<file path="src/rtl/uart_tx_arbiter.sv">
// Round-robin arbiter sharing one UART_TX among NUM_REQ byte sources, with frame pacing timed locally.
// Optional build macro UART_ARB_PRIO_EN: requester 0 gets strict priority, the rest round-robin.
module uart_tx_arbiter #(
  parameter int NUM_REQ    = 4,
  parameter int DATA_W     = 8,
  parameter int GUARD_BITS = 12,
  localparam int ID_W      = (NUM_REQ > 1) ? $clog2(NUM_REQ) : 1
) (
  input  logic                      CLK,
  input  logic                      rst_n,
  input  logic [2:0]                bps_sel,
  input  logic                      check_sel,
  input  logic [NUM_REQ-1:0]        src_valid,
  input  logic [NUM_REQ*DATA_W-1:0] src_data,
  output logic [NUM_REQ-1:0]        src_ready,
  output logic [DATA_W-1:0]         tx_din,
  output logic                      tx_req,
  output logic [2:0]                tx_bps_sel,
  output logic                      tx_check_sel,
  output logic                      busy,
  output logic [ID_W-1:0]           grant_id,
  output logic                      frame_done
);

  // state | meaning
  // IDLE  | waiting for any src_valid
  // GRANT | winner accepted (src_ready), byte and line config latched
  // ISSUE | tx_req pulse, timers cleared
  // WAIT  | pacing GUARD_BITS bit periods
  // DONE  | frame_done pulse, advance rr pointer
  typedef enum logic [2:0] {S_IDLE, S_GRANT, S_ISSUE, S_WAIT, S_DONE} state_t;

  state_t            state, state_nx;
  logic [ID_W-1:0]   rr_ptr;
  logic [16:0]       bit_cnt;
  logic [3:0]        guard_cnt;
  logic [16:0]       divisor;
  logic              bit_wrap;
  logic              win_found;
  logic [ID_W-1:0]   winner;
  logic [ID_W-1:0]   idx;
  logic [DATA_W-1:0] win_data;
  int                j;

  always_comb begin
    case (tx_bps_sel)
      3'd0:    divisor = 17'd83333;
      3'd1:    divisor = 17'd41667;
      3'd2:    divisor = 17'd20833;
      3'd3:    divisor = 17'd10417;
      3'd4:    divisor = 17'd5208;
      3'd5:    divisor = 17'd2604;
      3'd6:    divisor = 17'd1302;
      default: divisor = 17'd83333;
    endcase
  end

  assign bit_wrap = (bit_cnt == divisor - 17'd1);

  // First valid requester at or after the rr pointer, wrapping.
  always_comb begin
    win_found = 1'b0;
    winner    = '0;
    idx       = '0;
    j         = 0;
`ifdef UART_ARB_PRIO_EN
    if (src_valid[0]) begin
      win_found = 1'b1;
    end else begin
      for (int k = 0; k < NUM_REQ - 1; k++) begin
        j = (rr_ptr == '0) ? 1 + k : int'(rr_ptr) + k;
        if (j >= NUM_REQ) j = j - (NUM_REQ - 1);
        idx = ID_W'(j);
        if (!win_found && src_valid[idx]) begin
          win_found = 1'b1;
          winner    = idx;
        end
      end
    end
`else
    for (int k = 0; k < NUM_REQ; k++) begin
      j = int'(rr_ptr) + k;
      if (j >= NUM_REQ) j = j - NUM_REQ;
      idx = ID_W'(j);
      if (!win_found && src_valid[idx]) begin
        win_found = 1'b1;
        winner    = idx;
      end
    end
`endif
  end

  always_comb begin
    win_data = '0;
    for (int i = 0; i < NUM_REQ; i++)
      if (winner == ID_W'(i)) win_data = src_data[i*DATA_W +: DATA_W];
  end

  always_comb begin
    state_nx = state;
    case (state)
      S_IDLE:  if (win_found) state_nx = S_GRANT;
      S_GRANT: state_nx = S_ISSUE;
      S_ISSUE: state_nx = S_WAIT;
      S_WAIT:  if (bit_wrap && guard_cnt == 4'(GUARD_BITS - 1)) state_nx = S_DONE;
      S_DONE:  state_nx = S_IDLE;
      default: state_nx = S_IDLE;
    endcase
  end

  always_comb begin
    for (int i = 0; i < NUM_REQ; i++)
      src_ready[i] = (state == S_GRANT) && (grant_id == ID_W'(i));
    tx_req     = (state == S_ISSUE);
    frame_done = (state == S_DONE);
    busy       = (state == S_GRANT) || (state == S_ISSUE) || (state == S_WAIT);
  end

  always_ff @(posedge CLK or negedge rst_n) begin
    if (!rst_n) begin
      state        <= S_IDLE;
      rr_ptr       <= '0;
      grant_id     <= '0;
      tx_din       <= '0;
      tx_bps_sel   <= 3'd0;
      tx_check_sel <= 1'b0;
      bit_cnt      <= '0;
      guard_cnt    <= '0;
    end else begin
      state <= state_nx;
      case (state)
        S_IDLE: if (win_found) begin
          grant_id     <= winner;
          tx_din       <= win_data;
          tx_bps_sel   <= bps_sel;
          tx_check_sel <= check_sel;
        end
        S_ISSUE: begin
          bit_cnt   <= '0;
          guard_cnt <= '0;
        end
        S_WAIT: begin
          if (bit_wrap) begin
            bit_cnt   <= '0;
            guard_cnt <= guard_cnt + 4'd1;
          end else begin
            bit_cnt <= bit_cnt + 17'd1;
          end
        end
        S_DONE: begin
`ifdef UART_ARB_PRIO_EN
          // Requester 0 is outside the rotation, so its grants leave the pointer alone.
          if (grant_id != '0)
            rr_ptr <= (grant_id == ID_W'(NUM_REQ - 1)) ? ID_W'(1) : grant_id + 1'b1;
`else
          rr_ptr <= (grant_id == ID_W'(NUM_REQ - 1)) ? '0 : grant_id + 1'b1;
`endif
        end
        default: ;
      endcase
    end
  end

endmodule

</file>
<file path="config.mk">
export PLATFORM = sky130hd
export DESIGN_NAME = uart_tx_arbiter
export DESIGN_NICKNAME = d
export VERILOG_FILES = /design/src/rtl/uart_tx_arbiter.sv
export SDC_FILE = /design/constraint.sdc
export NUM_CORES = 1
export LEC_CHECK = 0
export ABC_AREA = 1
export CAP_MARGIN = 20
export CORE_ASPECT_RATIO = 1.25
export CORE_UTILIZATION = 52
export CTS_CLUSTER_SIZE = 40
export DETAILED_ROUTE_END_ITERATION = 8
export PLACE_DENSITY = 0.81
export SLEW_MARGIN = 30
export SYNTH_ARGS = -nofsm -noshare
export SYNTH_HDL_FRONTEND = slang
export SYNTH_SLANG_ARGS = --single-unit
export TNS_END_PERCENT = 10
</file>
<file path="constraint.sdc">
create_clock -name CLK -period 3.05 [get_ports CLK]
set_input_delay 0.4575 -clock CLK [delete_from_list [all_inputs] [get_ports CLK]]
set_output_delay 0.4575 -clock CLK [all_outputs]
set_load 0.05 [all_outputs]
</file>
==> key figures <==
STA
  – Hold Violations, Final: 0
  – Setup TNS Final: 0 ns
  – Total count of max-transition violations in the final report: 0
  – Worst slew pin tran: 0.5990 ns
  – Headroom to the max-slew limit: 59.70%
  – Period Utilization, post-route: between 80 and 90%
  – Final worst path period need: 2.554 ns
  – Worst clock skew: 0.01087 ns
  – Unrepaired setup endpoints after global routing: false
  – Number of setup violations in the final report: 0
  – Peak clock frequency supported by timing: 391.6 MHz
  – Final worst hold slack: 0.1115 ns

Critical path
  – Worst Setup End Kind: flip-flop
  – Category of the most critical setup path: reg2reg
  – Crit path DAT: about 2.8 ns
  – Worst path max stage delay: 0.51 ns
  – Cell repeated most along the worst path: nand2_1
  – Cell Chain, Critical Path: inv_1, nand2_1, o21a_1, ha_1, xor2_1, nand3_1, nor3_1, nand2_1, nor2_2, nand2_2, nand2_2, nor2_1, nand2_1, nand2_1
  – Largest fanout of any net on the critical path: 13
  – Master of the slowest instance on the critical path: dfrtp_1
  – Length in cells of the worst reg-to-reg path: 14
  – WP data required: about 3.3 ns
  – Crit path launch type: flip-flop

Yosys
  – Cell area after synthesis: 3067 µm²
  – Post-synth top cells: nand2_1 (135), inv_1 (51), nand3_1 (48)
  – Yosys Warn Count: 0
  – Syn Inst Count: ~450
  – Async set or reset register ratio after synthesis: 100.0%
  – Primary flip-flop cell chosen by synthesis mapping: dfrtp_1
  – Number of distinct library cells after synthesis: 37
  – Seq/Total Area, Yosys: between 30% and 40%
  – Post-synth EDFFs: 0
  – Most repeated cell in the gate-level netlist after synthesis: nand2_1
  – Dominant cells by area after synthesis: dfrtp_1 (33%), nand2_1 (17%), nand3_1 (7.8%)
  – Flip-flop and latch count after synthesis: 40
  – Leading area contributor after synthesis: dfrtp_1
  – Syn Area/Cell: 6.785 µm²
  – Net Count, Synth: 501
  – Share of the synthesized area in the top cell type: 32.64%

Layout
  – Proportion of layout cells with a drive suffix above 1: between 7 and 8%
  – Net total in the final layout: between 500 and 600
  – Area of combinational cells with multiple inputs: 1774 µm²
  – Final non-filler cell total: 576
  – Number of filler cells placed in the layout: 516
  – Register area: 1001 µm²
  – Total inserted antenna cells: 0
  – Growth of design area from synthesis to finish: 24.60%
  – Utilization after layout: 68.78%

Floorplan
  – Die area: 6210 µm²
  – Cell row count: 30
  – Horiz. Die Dim: 70.69 µm
  – Area of the core: approximately 5600 µm²
  – Initial standard-cell utilization of the core: 55.20%
  – Count of pins on the block boundary: 63
  – Height of the die: 87.86 µm

Drt
  – Number of DRC violations after detailed-routing iteration 0: 245
  – Routed Wire Length: about 7600 µm
  – Residual DRC count: 2
  – Average detailed-routed wire length per instance: 13.24 µm
  – Final ANT Viol Nets: 0
  – Overall via count from detail_route: 3085
  – Avg Vias per Cell: ~5.4
  – TritonRoute pass-1 iters: 6

Pwr
  – IR Drop Worst-Case VDD: 0.1599 mV
  – Areal power density over the cells: 289.5 nW/µm²
  – Portion of total power attributed to the clock network: 41.7%
  – Combinational group share of total power: 10.4%
  – Share of total power consumed by net switching: between 20 and 25%
  – Leakage power summed over all cells: 0.001930 µW
  – Relative contribution of sequential cells to total power: 47.9%
  – Design internal power: 860.3 µW
  – Switching pwr: 246.0 µW

Clock tree
  – Post-CTS Setup Repair Bufs: 0
  – Clock root cell: clkbuf_8
  – Quantity of gates resized following cts: 0
  – Maximum clock path buffer count: 2
  – Clock buffer count from CTS: 5
  – Clock tree sinks: 40
  – CTS Hold Bufs: 0
  – CTS tree: built
  – Clock latency at the later pin of the worst-skew pair: between 0.3 and 0.4 ns
  – Number of levels the H-tree was split into: 2
  – Clock slew at the register clock pins of the worst setup and hold paths: 0.08 ns

GRT
  – Aggregate global routing overflow: 0
  – Combined global-route utilization of all metal layers: 26.45%
  – Via count of the first global-routing pass: 2909
  – Pin count of the biggest net entering global routing: 41
  – Wire length of the first global-routing pass: between 10000 and 15000 µm
  – Antenna violations before repair: 0

Place
  – Global placement routability congestion: 0.9364
  – Detailed placer's ending HPWL: a little under 6000 µm
  – Post-placement cell count: 568
  – Quantity of I/O buffers inserted on ports: 62

Outcome
  – Run status: finished with violations
  – Failing checks: DRC

Min path
  – Tightest Hold Check Type: in2async

Flow run
  – Reported max-cap violation count: 0
## routing by layer
layer | GRT usage (%) | vias up | share of wire [%]
met5 | 0 | - | 0
met2 | 48.16 | 96 | 51
met1 | 30.40 | 1389 | 41
met3 | 5.409 | 13 | 5.9
met4 | 10.73 | 0 | 2.3
li1 | - | 1587 | -
## power by group through the flow
stage | registers, µW | logic [µW] | clock network (µW)
floorplan | 541 | 48.4 | 0
global placement | 540 | 114 | 0
detailed placement | 540 | 116 | 0
CTS | 530 | 116 | 469
global route | 530 | 128 | 494
finish | 530 | 115 | 462
## registers in the layout, indices dropped and copies added, names as in the netlist
signal,flops
rr_ptr,2
grant_id,2
bit_cnt,17
state,3
tx_bps_sel,3
tx_check_sel,1
guard_cnt,4
tx_din,8
## logic make-up (layout without fill, tap and decap cells)
| kind of cell | Yosys count | count (layout) | synth area share (%) |
|---|---|---|---|
| AND/OR/NAND/NOR | 264 | 264 | 38.92 |
| buffers and inverters | 68 | 128 | 9.506 |
| AO/OA/AOI/OAI | 48 | 48 | 8.895 |
| flip-flops | 40 | 40 | 32.64 |
| XOR/XNOR | 24 | 24 | 6.855 |
| adder cells (fa/ha/maj) | 7 | 7 | 2.856 |
| multiplexers | 1 | 1 | 0.3264 |
## path summary, 6_finish.rpt
kind / from / endpoint / slack (ns)
max: tx_bps_sel[0] / bit_cnt[12] / 0.50
min: rst_n / tx_bps_sel[1] / 0.11
max reg2reg: tx_bps_sel[0] / bit_cnt[12] / 0.50
min reg2reg: tx_din[3] / tx_din[3] / 0.48
max in group asynchronous: rst_n / tx_din[2] / 2.57
min in group CLK: tx_din[3] / tx_din[3] / 0.48
## worst max-delay path: cells and delay by family (launching register included)
family | cells | cell delay, ns
AND/OR/NAND/NOR | 10 | 1.09
XOR/XNOR | 1 | 0.20
adder cells (fa/ha/maj) | 1 | 0.28
buffers and inverters | 1 | 0.18
flip-flops | 1 | 0.51
AO/OA/AOI/OAI | 1 | 0.18
## area by class of cell
| type | instances | area share, % |
|---|---|---|
| Multi-Input combinational cell | 344 | 46.43 |
| Sequential cell | 40 | 26.20 |
| Timing Repair Buffer | 63 | 16.37 |
| Inverter | 57 | 5.730 |
| Clock buffer | 6 | 2.161 |
| Tap cell | 64 | 2.096 |
| Clock inverter | 2 | 1.015 |
## metrics by stage
| stage | area (µm²) | power [µW] | setup slack [ns] |
|---|---|---|---|
| after floorplan | 3067 | 588.9 | 0.4612 |
| after global placement | 3697 | 654.9 | 0.5849 |
| after detailed placement | 3697 | 656.6 | 0.5047 |
| after CTS | 3819 | 1115 | 0.4982 |
| after global routing | 3821 | 1152 | 0.1686 |
| final | 3821 | 1106 | 0.4963 |
## cells in the final DEF (no fill, tap or decap), types with 2 or more instances in the layout
cell	n
nand2_1	135
clkdlybuf4s50_1	61
inv_1	51
nand3_1	48
dfrtp_1	40
nor2_1	30
o21ai_0	24
xor2_1	21
nand4_1	18
nand2_2	12
o22ai_1	10
nor3_1	8
ha_1	7
clkbuf_8	6
o21ai_1	5
inv_2	4
o21ai_2	3
a21oi_1	3
xnor2_1	3
nand3b_1	3
nor2_2	2
nand2_4	2
clkinv_4	2
buf_4	2
(Power assumes the default switching activity.)
